--- src/rtl/zsequencer_pkg.sv ---
// Shared definitions for the zephyr byte sequencer: opcode and FSM state encodings
// plus the instruction-byte decoder.
package zsequencer_pkg;

  typedef enum logic [1:0] {
    OpLdi = 2'b00,
    OpMov = 2'b01,
    OpAdd = 2'b10,
    OpOut = 2'b11
  } op_e;

  typedef enum logic [2:0] {
    StFetch = 3'd0,
    StImm   = 3'd1,
    StReadD = 3'd2,
    StReadS = 3'd3,
    StWrite = 3'd4,
    StEmit  = 3'd5
  } state_e;

  typedef struct packed {
    op_e        op;
    logic [1:0] rd;
    logic [1:0] rs;
  } instr_t;

  // Bits [1:0] of an instruction byte carry no meaning.
  function automatic instr_t decode(logic [7:0] b);
    instr_t d;
    d.op = op_e'(b[7:6]);
    d.rd = b[5:4];
    d.rs = b[3:2];
    return d;
  endfunction

endpackage

--- src/rtl/zsequencer_zalu.sv ---
// 8-bit adder used by the sequencer's ADD instruction.
module zalu (
  input  logic [7:0] A,
  input  logic [7:0] B,
  output logic [7:0] SUM,
  output logic       COUT
);

  assign {COUT, SUM} = {1'b0, A} + {1'b0, B};

endmodule

--- src/rtl/zsequencer.sv ---
// Byte-stream instruction sequencer driving an external 4 x 8-bit register file
// (LDI / MOV / ADD / OUT), with valid/ready handshakes on both streams.
module zsequencer
  import zsequencer_pkg::*;
(
  input  logic       CLK,
  input  logic       RST_N,
  input  logic [7:0] INSTR,
  input  logic       INSTR_VALID,
  output logic       INSTR_READY,
  output logic [7:0] RF_IN,
  output logic       RF_OPCODE,
  output logic [1:0] RF_REG_SEL,
  input  logic [7:0] RF_OUT,
  output logic [7:0] RESULT,
  output logic       RESULT_VALID,
  input  logic       RESULT_READY,
  output logic       CARRY,
  output logic       BUSY
);

  state_e     state_q, state_d;
  instr_t     instr_q, instr_d;
  logic [7:0] a_q, a_d;
  logic [7:0] rf_in_q, rf_in_d;
  logic [1:0] sel_q, sel_d;
  logic [7:0] result_q, result_d;
  logic       carry_q, carry_d;

  logic [7:0] sum;
  logic       cout;
  instr_t     dec;
  logic       unused_instr_lsbs;

  assign dec               = decode(INSTR);
  assign unused_instr_lsbs = ^INSTR[1:0];

  zalu u_zalu (
    .A    (a_q),
    .B    (RF_OUT),
    .SUM  (sum),
    .COUT (cout)
  );

  // RF_REG_SEL is registered, so each transition preloads the select the next state needs.
  always_comb begin
    state_d      = state_q;
    instr_d      = instr_q;
    a_d          = a_q;
    rf_in_d      = rf_in_q;
    sel_d        = sel_q;
    result_d     = result_q;
    carry_d      = carry_q;
    INSTR_READY  = 1'b0;
    RF_OPCODE    = 1'b0;
    RESULT_VALID = 1'b0;

    unique case (state_q)
      StFetch: begin
        INSTR_READY = 1'b1;
        if (INSTR_VALID) begin
          instr_d = dec;
          unique case (dec.op)
            OpLdi: begin
              sel_d   = dec.rd;
              state_d = StImm;
            end
            OpAdd: begin
              sel_d   = dec.rd;
              state_d = StReadD;
            end
            OpMov, OpOut: begin
              sel_d   = dec.rs;
              state_d = StReadS;
            end
            default: state_d = StFetch;
          endcase
        end
      end
      StImm: begin
        INSTR_READY = 1'b1;
        if (INSTR_VALID) begin
          rf_in_d = INSTR;
          state_d = StWrite;
        end
      end
      StReadD: begin
        a_d     = RF_OUT;
        sel_d   = instr_q.rs;
        state_d = StReadS;
      end
      StReadS: begin
        unique case (instr_q.op)
          OpMov: begin
            rf_in_d = RF_OUT;
            sel_d   = instr_q.rd;
            state_d = StWrite;
          end
          OpAdd: begin
            rf_in_d = sum;
            carry_d = cout;
            sel_d   = instr_q.rd;
            state_d = StWrite;
          end
          OpOut: begin
            result_d = RF_OUT;
            state_d  = StEmit;
          end
          default: state_d = StFetch;
        endcase
      end
      StWrite: begin
        RF_OPCODE = 1'b1;
        state_d   = StFetch;
      end
      StEmit: begin
        RESULT_VALID = 1'b1;
        if (RESULT_READY) begin
          state_d = StFetch;
        end
      end
      default: state_d = StFetch;
    endcase
  end

  always_ff @(posedge CLK or negedge RST_N) begin
    if (!RST_N) begin
      state_q  <= StFetch;
      instr_q  <= '0;
      a_q      <= '0;
      rf_in_q  <= '0;
      sel_q    <= '0;
      result_q <= '0;
      carry_q  <= 1'b0;
    end else begin
      state_q  <= state_d;
      instr_q  <= instr_d;
      a_q      <= a_d;
      rf_in_q  <= rf_in_d;
      sel_q    <= sel_d;
      result_q <= result_d;
      carry_q  <= carry_d;
    end
  end

  assign RF_IN      = rf_in_q;
  assign RF_REG_SEL = sel_q;
  assign RESULT     = result_q;
  assign CARRY      = carry_q;
  assign BUSY       = (state_q != StFetch);

endmodule

--- config.mk ---
export PLATFORM = sky130hd
export DESIGN_NAME = zsequencer
export DESIGN_NICKNAME = d
export VERILOG_FILES = /design/src/rtl/zsequencer_pkg.sv /design/src/rtl/zsequencer_zalu.sv /design/src/rtl/zsequencer.sv
export SDC_FILE = /design/constraint.sdc
export NUM_CORES = 1
export LEC_CHECK = 0
export ABC_CLOCK_PERIOD_IN_PS = 2500
export BUFFER_PORTS_ARGS = -buffer_cell sky130_fd_sc_hd__buf_2
export CAP_MARGIN = 20
export CORE_MARGIN = 2
export CORE_UTILIZATION = 54
export CTS_CLUSTER_SIZE = 14
export DETAILED_ROUTE_END_ITERATION = 8
export PLACE_DENSITY = 0.79
export SYNTH_ARGS = -nofsm -noshare
export SYNTH_HDL_FRONTEND = slang
export SYNTH_SLANG_ARGS = --single-unit
--- constraint.sdc ---
create_clock -name CLK -period 2.5 [get_ports CLK]
set_input_delay 0.5 -clock CLK [delete_from_list [all_inputs] [get_ports CLK]]
set_output_delay 0.5 -clock CLK [all_outputs]
set_load 0.03 [all_outputs]
Word level (Yosys, flattened, before mapping)
Cells that the tools add are included.

cells by class
  multiplexer cells = 16
  reductions and logical operators = 15
  add/subtract/negate cells = 1
  equal/unequal tests = 16

operators by type and width
  kind                                                 count
  case mux 8 bit (2 select lines)                      2
  case mux 3 bit (5 select lines)                      1
  adder 8 x 8 -> 9 bit                                 1
  two-way mux 3 bit                                    3
  case mux 3 bit (3 select lines)                      1
  AND reduction 3 bit                                  3
  equality test 2 bit, second input constant           4
  two-way mux 8 bit                                    1
  inequality test 2 bit, second input constant         4
  OR reduction 2 bit                                   4
  equality test 3 x 2 -> 1 bit, second input constant  2
  equality test 3 bit, second input constant           2
  case mux 2 bit (3 select lines)                      1
  case mux 3 bit (2 select lines)                      1
  AND reduction 2 bit                                  3
  nonzero test 3 bit                                   2
  equality test 2 x 1 -> 1 bit, second input constant  2
  two-way mux 2 bit                                    2
  case mux 2 bit (2 select lines)                      1
  equality test 3 x 1 -> 1 bit, second input constant  1
  logical NOT 3 bit                                    1
  two-way mux 1 bit                                    3
  inequality test 3 bit, second input constant         1
  logical NOT 2 bit                                    1
  nonzero test 2 bit                                   1

word-level totals
  flip-flop bits (word level) = 36
  logic and storage cells = 57
  bits of input ports = 20

Longest topological paths before layout
Gate-level depths: netlist of the first run.

  depth in word-level cells = 5
  gate-level depth with buffers = 7

Cells and area by module
A second synthesis of the first run with hierarchy kept.

unflattened totals
  cells, all modules = 196
  area total of the unflattened synthesis = 2,122.0 um^2

modules (own cells, without submodules)
  module      area each (um^2)  cells an instance  instances
  zsequencer  1,798.0           154                1
  zalu        324.1             42                 1

Worst setup path before layout of the first run
Ideal clock, no wire load.

  path type = in2reg
  start point = in RF_OUT[0]
  end point = reg carry_q, in the netlist CARRY
  data arrival time = 1.984 ns
  setup time = 0.132 ns
  buffers on the path = 0
  path slack = 0.385 ns
  stages on the path = 7
  path through = ha_1 -> fa_1 -> a211oi_2 -> o21ai_0 -> a31o_2 -> a21oi_1 -> a31oi_1

on the way
  word-level cells in the longest chain between the ends = 1

ends and longest elaborated chain
  element                 RTL line              source
  start: declaration      zsequencer.sv:14      input logic [7:0] RF_OUT,
  adder 8 x 8 -> 9 bit    zsequencer_zalu.sv:9  assign {COUT, SUM} = {1'b0, A} + {1'b0, B};
  end signal: assignment  zsequencer.sv:142     carry_q <= carry_d;
  end: declaration        zsequencer.sv:28      logic carry_q, carry_d;

Every way passes these cells.
A chain may end at the register's enable or synchronous reset.

Worst setup path in the final report of the first run
  start point = reg a_q[0]
  end point = reg carry_q, in the netlist CARRY

on the way
  word-level cells in the longest chain between the ends = 1

ends and longest elaborated chain
  element                   RTL line              source
  start: declaration        zsequencer.sv:24      logic [7:0] a_q, a_d;
  start signal: assignment  zsequencer.sv:130     a_q <= '0;
  start signal: assignment  zsequencer.sv:138     a_q <= a_d;
  adder 8 x 8 -> 9 bit      zsequencer_zalu.sv:9

Every way passes these cells.

==> flow_metrics.tcl, run 1 <==
set metrics [dict create \
    place_inst 283 \
    hold_viol 0 \
    num_vias 1683 \
    clk_latency_ps 290 \
    reg2reg_slack_ps 390 \
    drt_wl_total_um 4190 \
    hpwl_um 3110 \
    reg2reg_to "CARRY" \
    finalCriticalPeriod_ps 2110 \
    grt_overflow 0 \
    crit_arrival_ps 2280 \
    clockPowerShare 0.116 \
    cts_sinks 36 \
    synthCells 198 \
    avgRoutedWirePerCell_um 14.4 \
    grt_max_degree 37 \
    hold_path_class "input pin to async pin" \
    tightest_slew_ps 797 \
    switching_share 0.461 \
    cp-start-kind "flop" \
    p_leak_nw 1.10 \
    nNetsFinal 274 \
    status "finished clean" \
    p_int_w 0.00180 \
    seq_area_frac_synth 0.429 \
    drc_errors 0 \
    cts_tree "yes" \
    num_antenna_cells 0 \
    antenna_found_initial 0 \
    grt_pass1_wl_um 7130 \
    firstDrtPassIters 4 \
    port_buffers 42 \
    finClkSkew_ps 6.31 \
    grt_pass1_vias 1554 \
    fp.dieW_um 66.3 \
    die_height_um 66.3 \
    cts.clk_slew.worst_paths_ps 70 \
    initial_core_util 0.569 \
    synth_most_common_cell "dfrtp_1" \
    vdd_drop_max_mv 0.710 \
    hold_ws_ps 298 \
    path_class "flop to flop" \
    cp-end-kind "flop" \
    cts_resized 0 \
    cts.htree.levels 2 \
    setup_viol 0 \
    grt_usage 0.217 \
    crit_required_ps 2670 \
    drt_iter0_markers 61 \
    stdcell_count 290 \
    netlist_area_mm2 0.00210 \
    avgSynthCellArea_um2 10.6 \
    cts-hold-fix-buffers 0 \
    yosysTopAreaCell "dfrtp_1" \
    ys_top_cells_by_count "dfrtp_1 (36), mux2_1 (17), nor2_1 (16), nand2_1 (15), a21oi_1 (13)" \
    p_total_w 0.00334 \
    fin_tns_setup_ps 0 \
    syn2layout_area_growth_pct 14.9 \
    path_max_fanout 4 \
    p_per_area_mw_per_mm2 1390 \
    synthArstFlopShare 1.00 \
    placed_cell_area_mm2 0.00233 \
    r2r-start "a_q[0]" \
    max_cap_viol_count 0 \
    synthTopCellsByArea "dfrtp_1 (43%), mux2_1 (9.1%), ha_1 (6.6%)" \
    gp_congestion 0.827 \
    cts-root-buf "clkbuf_8" \
    synth_ff_type "dfrtp_1" \
    yosysTopAreaCellShare 0.429 \
    dieArea_mm2 0.00440 \
    drt-vias-per-instance 5.80 \
    ioPinCount 43 \
    post-route-period-util 0.845 \
    slew_viol_final 0 \
    max_freq_mhz 473 \
    synth_edf_count 0 \
    numCtsBuffers 5 \
    ys_warn_count 0 \
    combPwrFrac 0.557 \
    fin_area_mm2 0.00241 \
    p_seq_frac 0.327 \
    r2r_cells 7 \
    core-area_mm2 0.00369 \
    ant_nets 0 \
    rsz0062_at_grt "false" \
    drive_above_1_share 0.285 \
    synth.distinct_cells 46 \
    synth_nets 230 \
    cts_buffer_depth 2 \
    p_sw_w 0.00154 \
    fp-row-count 22 \
    slew_headroom 0.468 \
    postCtsSetupBuffers 0 \
    ys_seq_elements 36 \
]
critical path, cell delays in order, from the launching register on:
cell,delay [ps]
dfrtp_1,380
ha_1,230
fa_1,440
a211oi_2,330
o21ai_0,150
a31o_2,240
a21oi_1,140
a31oi_1,90
per-layer routing:
metal  vias up  part of all wire  track usage
met5         -                 0            0
met4         0             0.011       0.0612
met3         6             0.057       0.0562
met2        48              0.46        0.348
met1       810              0.47        0.291
li1        819                 -            -
layout by cell type, fill, tap and decap left out, types with 2 or more instances in the layout:
cell type and count:
buf_2 42, dfrtp_1 36, mux2_1 17, nor2_1 16
nand2_1 15, a21oi_1 13, ha_1 11, o21ai_0 10
a211oi_1 10, mux2_2 7, o21ai_1 6, mux2i_1 5
clkbuf_8 5, inv_1 4, a21o_1 4, inv_2 3
nor3_1 3, o31ai_1 2, a31oi_1 2, nor2b_1 2
buf_4 2
final cells by class:
class	instances	area [um^2]
clock buffer	6	72.6
inverter	7	26.3
multi-input combinational	148	1120
clock inverter	1	5.00
fill	312	1280
tap	48	60.1
timing repair buffer	44	225
sequential	36	901
logic make-up after synthesis:
| family | synth area share |
|---|---|
| buffers and inverters | 0.0364 |
| AND/OR/NAND/NOR | 0.114 |
| XOR/XNOR | 0.00835 |
| flip-flops | 0.429 |
| AO/OA/AOI/OAI | 0.184 |
| adder cells (fa/ha/maj) | 0.0751 |
| multiplexers | 0.153 |
through the flow:
stage	util	setup slack [ps]
2_1_floorplan	-	385
3_3_place_gp	0.633	170
3_5_place_dp	0.633	145
4_1_cts	0.654	402
5_1_grt	0.654	277
6_report	0.654	386
worst max-delay path by stage:
stage,from,to,slack [ps]
detailed placement,RF_OUT[0],CARRY,140
global route,a_q[0],CARRY,280
finish,a_q[0],CARRY,390
CTS,a_q[0],CARRY,400
global placement,RF_OUT[0],CARRY,170
floorplan,RF_OUT[0],CARRY,380
power by group through the flow:
stage                     Sequential, W  Combinational [W]  Clock [W]
after floorplan                 0.00132            0.00122          0
final                           0.00109            0.00186   0.000387
after CTS                       0.00109            0.00186   0.000396
after global placement          0.00109            0.00182          0
after global routing            0.00113            0.00205   0.000419
after detailed placement        0.00111            0.00185          0
flip-flops by register name, summed over array words and instances, names as in the netlist:
signal and count:
RESULT 8, instr_q 6, state_q 3, RF_REG_SEL 2
RF_IN 8, CARRY 1, a_q 8
(Power assumes the default switching activity.)
==> run 2: changes to the inputs <==
- ABC_CLOCK_PERIOD_IN_PS: 2500 -> 1800
- CORE_UTILIZATION: 54 -> 49
- PLACE_DENSITY: 0.79 -> 0.75
- clock period: 2.5 -> 1.8 ns (I/O delays scaled with it)
==> run 2 against run 1 <==
Net effect: the flow now finishes with violations (setup timing); final area increased by 14%; critical path depth unchanged; clock skew increased by 8.2 ps; die area increased by 9.6%; largest cell class unchanged; largest power group unchanged.
==> flow_metrics.tcl, run 2 (synthesized netlist as in run 1, its figures left out) <==
set metrics [dict create \
    num_antenna_cells 0 \
    tightest_slew_ps 459 \
    drt-vias-per-instance 5.44 \
    fp-row-count 23 \
    slew_headroom 0.693 \
    r2r_cells 7 \
    clockPowerShare 0.136 \
    grt_pass1_vias 1674 \
    cp-start-kind "flop" \
    grt_overflow 0 \
    endpoint "CARRY" \
    crit_arrival_ps 2060 \
    r2r-start "a_q[0]" \
    whs_path_depth 2 \
    port_buffers 42 \
    post-route-period-util 1.04 \
    p_per_area_mw_per_mm2 1930 \
    ant_nets 0 \
    violations "setup timing" \
    p_int_w 0.00295 \
    antenna_found_initial 0 \
    finalCriticalPeriod_ps 1880 \
    num_vias 1726 \
    drt_wl_total_um 4690 \
    cp_top_family "compound AO/OA/AOI/OAI gates" \
    drc_errors 0 \
    grt_usage 0.207 \
    reg2reg_slack_ps -80 \
    drive_above_1_share 0.412 \
    p_leak_nw 1.25 \
    finClkSkew_ps 14.6 \
    dieArea_mm2 0.00482 \
    crit_required_ps 1980 \
    pre_cts_ws_ps -245 \
    grt_max_degree 20 \
    syn2layout_area_growth_pct 30.7 \
    avgRoutedWirePerCell_um 14.8 \
    ioPinCount 43 \
    setup_slack_ps -79.2 \
    core-area_mm2 0.00406 \
    cts.htree.levels 2 \
    final_common_cell "buf_2" \
    setup_viol 3 \
    slew_viol_final 0 \
    hold_ws_ps 332 \
    cts-root-buf "clkbuf_8" \
    firstDrtPassIters 4 \
    final_cell_mix "buf_2 (42), dfrtp_1 (36), buf_4 (24)" \
    numCtsBuffers 5 \
    cts_buffer_depth 2 \
    hpwl_um 3580 \
    status "finished with violations" \
    switching_share 0.442 \
    cts_tree "yes" \
    drt_iter0_markers 94 \
    final_util 0.676 \
    die_height_um 69.4 \
    path_depth 7 \
    hold_path_class "input pin to flop" \
    cts_sinks 36 \
    fin_tns_setup_ps -200 \
    initial_core_util 0.517 \
    nNetsFinal 298 \
    path_class "flop to flop" \
    max_freq_mhz 532 \
    p_sw_w 0.00233 \
    vdd_drop_max_mv 0.777 \
    slowest_delay_ps 420 \
    worstPathCellList "ha_4, fa_2, a211oi_4, o21ai_1, a31o_2, a21oi_2, a31oi_1" \
    rsz0062_at_grt "true" \
    startpoint "a_q[0]" \
    p_total_w 0.00528 \
    path_max_fanout 4 \
    reg2reg_to "CARRY" \
    p_seq_frac 0.278 \
    cp-end-kind "flop" \
    cp_num_buf_inv 0 \
    cts.clk_slew.worst_paths_ps 90 \
    grt_pass1_wl_um 7910 \
    hold_viol 0 \
    crit_slowest_cell "fa_2" \
    combPwrFrac 0.586 \
    clk_latency_ps 300 \
    fp.dieW_um 69.4 \
    max_cap_viol_count 0 \
    gp_congestion 0.881 \
    fillers 322 \
]
run 2: changes by cell type in the layout (fill, tap and decap cells not counted), sizes merged:
| cell | before | now |
|---|---|---|
| buf | 44 | 67 |
| clkinvlp | 0 | 1 |
| clkbuf | 6 | 5 |
| bufinv | 0 | 1 |
| dlygate4sd3 | 0 | 1 |
run 2: what timing repair did:
action,in CTS,in global routing
gates resized for setup,3,13
pin swaps,8,11
setup buffers,0,0
endpoints found under the setup margin,6,9
endpoints found under the hold margin,5,0
hold buffers,1,0
run 2: worst register-to-register path, delay by kind of cell (launching register included):
kind	cells	cell delay, ps
compound gates	5	760
fa+ha+maj	2	600
flops	1	410
run 2: cell type report:
class | count | area, um^2 | area share
clock buffers | 5 | 68.8 | 0.0251
clock inverters | 3 | 42.5 | 0.0155
inverters | 7 | 26.3 | 0.00958
multi-input cells | 148 | 1220 | 0.445
flip-flops and latches | 36 | 901 | 0.329
well taps | 50 | 62.6 | 0.0228
repair buffers | 68 | 420 | 0.153
run 2: how the worst min path moves through the flow:
| stage | startpoint | to | slack [ps] |
|---|---|---|---|
| global route | INSTR[5] | instr_q[3] | 330 |
| detailed placement | RST_N | a_q[6] | 320 |
| global placement | RST_N | a_q[6] | 320 |
| floorplan | RST_N | CARRY | 60 |
| finish | RF_OUT[7] | RESULT[7] | 330 |
| CTS | RF_OUT[7] | RESULT[7] | 320 |
run 2: power groups by stage:
stage	Clock (W)	Combinational, W	Sequential, W
6_report	0.000717	0.00309	0.00147
5_1_grt	0.000765	0.00336	0.00153
4_1_cts	0.000736	0.00298	0.00147
3_5_place_dp	0	0.00291	0.00148
3_3_place_gp	0	0.00285	0.00146
2_1_floorplan	0	0.00171	0.00183
run 2: routing by layer:
metal  part of all wire  routed length, um  global-route usage  up-vias
met4             0.0096                 45              0.0654        0
met1               0.45               2120               0.259      820
li1                   -                  -                   -      866
met2               0.49               2310               0.349       36
met5                  0                  0                   0        -
met3              0.046                214              0.0523        4
run 2: per-stage QoR:
| step | cells | cell area [um^2] |
|---|---|---|
| finish | 317 | 2740 |
| global route | 317 | 2740 |
| CTS | 317 | 2670 |
| detailed placement | 308 | 2540 |
| global placement | 308 | 2540 |
| floorplan | 198 | 2110 |
==> run 3: changes to the inputs <==
- SYNTH_HIERARCHICAL: not set -> 1
==> run 3 against run 2 <==
Net effect: the run still ends with setup timing left; count of clock-buffer cells in the layout up 1; clock skew down 6.5 ps; utilization down 0.66 points.
==> flow_metrics.tcl, run 3 <==
set metrics [dict create \
    die_height_um 69.8 \
    tightest_slew_ps 485 \
    p_sw_w 0.00233 \
    fp-row-count 23 \
    nNetsFinal 293 \
    core-area_mm2 0.00409 \
    stdcell_count 312 \
    avgSynthCellArea_um2 10.8 \
    synthCells 196 \
    finClkSkew_ps 8.01 \
    clockPowerShare 0.119 \
    fillers 321 \
    grt_use_met2 0.348 \
    path_max_fanout 2 \
    hold_viol 0 \
    yosysTopAreaCell "dfrtp_1" \
    initial_core_util 0.519 \
    pre_cts_ws_ps -276 \
    drc_errors 0 \
    num_vias 1668 \
    crit_arrival_ps 2090 \
    drt_iter0_markers 108 \
    p_total_w 0.00527 \
    p_seq_frac 0.297 \
    max_cap_viol_count 0 \
    finalCriticalPeriod_ps 1910 \
    grtUsageMet1 0.254 \
    setup_slack_ps -110 \
    cp-end-kind "flop" \
    switching_share 0.442 \
    num_antenna_cells 0 \
    yosysTopAreaCellShare 0.425 \
    slowest_delay_ps 410 \
    synth_most_common_cell "dfrtp_1" \
    final_common_cell "buf_2" \
    r2r-start "a_q[0]" \
    reg2reg_to "RF_IN[6]" \
    ys_top_cells_by_count "dfrtp_1 (36), nand2_1 (24), mux2_2 (22), o21ai_0 (18)" \
    status "finished with violations" \
    grt_util_met3 0.0480 \
    cts.clk_slew.worst_paths_ps 80 \
    ioPinCount 43 \
    combPwrFrac 0.584 \
    grt_usage 0.207 \
    avgRoutedWirePerCell_um 14.8 \
    rsz0062_at_grt "true" \
    cts_buffer_depth 2 \
    cts.htree.levels 2 \
    ys_seq_elements 36 \
    hold_path_class "input pin to async pin" \
    hpwl_um 3280 \
    post-route-period-util 1.06 \
    worstPathCellList "ha_4, fa_2, a21oi_2, nor2_1, nor2_1, xnor2_1, mux2i_1, nand2_1, o21ai_1, o21ai_1" \
    synth_edf_count 0 \
    seq_area_frac_synth 0.425 \
    synth_ff_type "dfrtp_1" \
    synthArstFlopShare 1.00 \
    cp-start-kind "flop" \
    ant_nets 0 \
    vdd_drop_max_mv 0.965 \
    slew_headroom 0.677 \
    dieArea_mm2 0.00487 \
    clk_latency_ps 300 \
    grt_pass1_wl_um 7960 \
    p_per_area_mw_per_mm2 1930 \
    synthTopCellsByArea "dfrtp_1 (42%), mux2_2 (12%), ha_1 (6.5%)" \
    drt-vias-per-instance 5.35 \
    p_leak_nw 1.24 \
    path_class "flop to flop" \
    r2r_cells 10 \
    grt_max_degree 37 \
    synth.distinct_cells 39 \
    cts-root-buf "clkbuf_8" \
    setup_viol 6 \
    antenna_found_initial 0 \
    final_cell_mix "buf_2 (42), dfrtp_1 (36), nand2_1 (24)" \
    port_buffers 42 \
    fp.dieW_um 69.8 \
    numCtsBuffers 5 \
    gp_congestion 0.805 \
    p_int_w 0.00294 \
    violations "setup timing" \
    crit_required_ps 1980 \
    top_usage_layer "met2" \
    grt_overflow 0 \
    cts_tree "yes" \
    firstDrtPassIters 4 \
    grt_pass1_vias 1703 \
    syn2layout_area_growth_pct 28.8 \
    slew_viol_final 0 \
    drive_above_1_share 0.458 \
    cts_sinks 36 \
    drt_wl_total_um 4610 \
    synth_nets 228 \
    netlist_area_mm2 0.00212 \
    max_freq_mhz 524 \
    crit_slowest_cell "dfrtp_1" \
    reg2reg_slack_ps -110 \
    ys_warn_count 6 \
    place_inst 298 \
]
## run 3: changes by cell type in the layout (fill, tap and decap cells not counted), moves of 4 or more
cell      change
o21ai_0       +7
a21oi_1       -6
mux2_1       -15
mux2i_1       +6
mux2_2       +15
a211oi_1      -4
ha_4          +4
nand2_1       +9
nor2_1       -10
## run 3: kinds of logic after synthesis
kind of cell               count (synthesis)  synth area share
muxes                                     36             0.185
adders and majority gates                 12            0.0743
buffers and inverters                     16            0.0483
xor gates and xnor gates                   4            0.0165
AOI/OAI and AO/OA                         44             0.124
and+or+nand+nor                           48             0.128
DFF                                       36             0.425
## run 3: stage by stage
stage / hold WS (ps) / TNS (ps) / cell area [um^2] / utilization
after floorplan: 64.4 / 0 / 2140 / -
after global placement: 335 / -988 / 2490 / 0.609
after detailed placement: 336 / -1160 / 2490 / 0.609
after CTS: 14.7 / -211 / 2670 / 0.654
after global routing: 28.1 / -1220 / 2730 / 0.669
final: 7.37 / -282 / 2730 / 0.669
## run 3: per-layer routing
| layer | wire length, um | share of wire | vias up |
|---|---|---|---|
| li1 | - | - | 827 |
| met1 | 2070 | 0.45 | 806 |
| met2 | 2320 | 0.50 | 30 |
| met3 | 151 | 0.033 | 5 |
| met4 | 71 | 0.015 | 0 |
| met5 | 0 | 0 | - |
## run 3: worst max-delay path by stage
stage / startpoint / endpoint / slack [ps] / depth (start not counted)
after floorplan: a_q[0] / RF_IN[6] / 8 / 10
after CTS: a_q[0] / RF_IN[6] / -80 / 10
after global routing: a_q[0] / RF_IN[6] / -270 / 10
after detailed placement: RF_OUT[0] / RF_IN[6] / -280 / 11
after global placement: RF_OUT[0] / RF_IN[6] / -250 / 11
final: a_q[0] / RF_IN[6] / -110 / 10
## run 3: worst max-delay path, delay by kind of cell, from the launching register on
| kind | cells | cell delay [ps] |
|---|---|---|
| AO/OA/AOI/OAI | 3 | 300 |
| XOR/XNOR | 1 | 100 |
| adder cells (fa/ha/maj) | 2 | 530 |
| flip-flops | 1 | 410 |
| multiplexers | 1 | 140 |
| AND/OR/NAND/NOR | 3 | 290 |
## run 3: timing repair
action                                  in CTS  in global routing
hold buffers                                 0                  0
resized for setup                           10                  7
buffers inserted                             3                  3
endpoints found under the setup margin       6                  8
pin swaps                                   11                  8
## run 3: final cells by class
type | count | area [um^2] | share of cell area
clock buffer | 6 | 82.6 | 0.0302
clock inverter | 2 | 15.0 | 0.00549
inverter | 9 | 33.8 | 0.0124
multi-input combinational | 144 | 1240 | 0.455
sequential | 36 | 901 | 0.330
tap | 50 | 62.6 | 0.0229
timing repair buffer | 65 | 395 | 0.145
## run 3: power groups by stage
| stage | logic (W) | clock network [W] | registers, W |
|---|---|---|---|
| floorplan | 0.00183 | 0 | 0.00184 |
| global placement | 0.00272 | 0 | 0.00154 |
| detailed placement | 0.00279 | 0 | 0.00156 |
| CTS | 0.00294 | 0.000637 | 0.00156 |
| global route | 0.00337 | 0.000664 | 0.00163 |
| finish | 0.00308 | 0.000625 | 0.00157 |
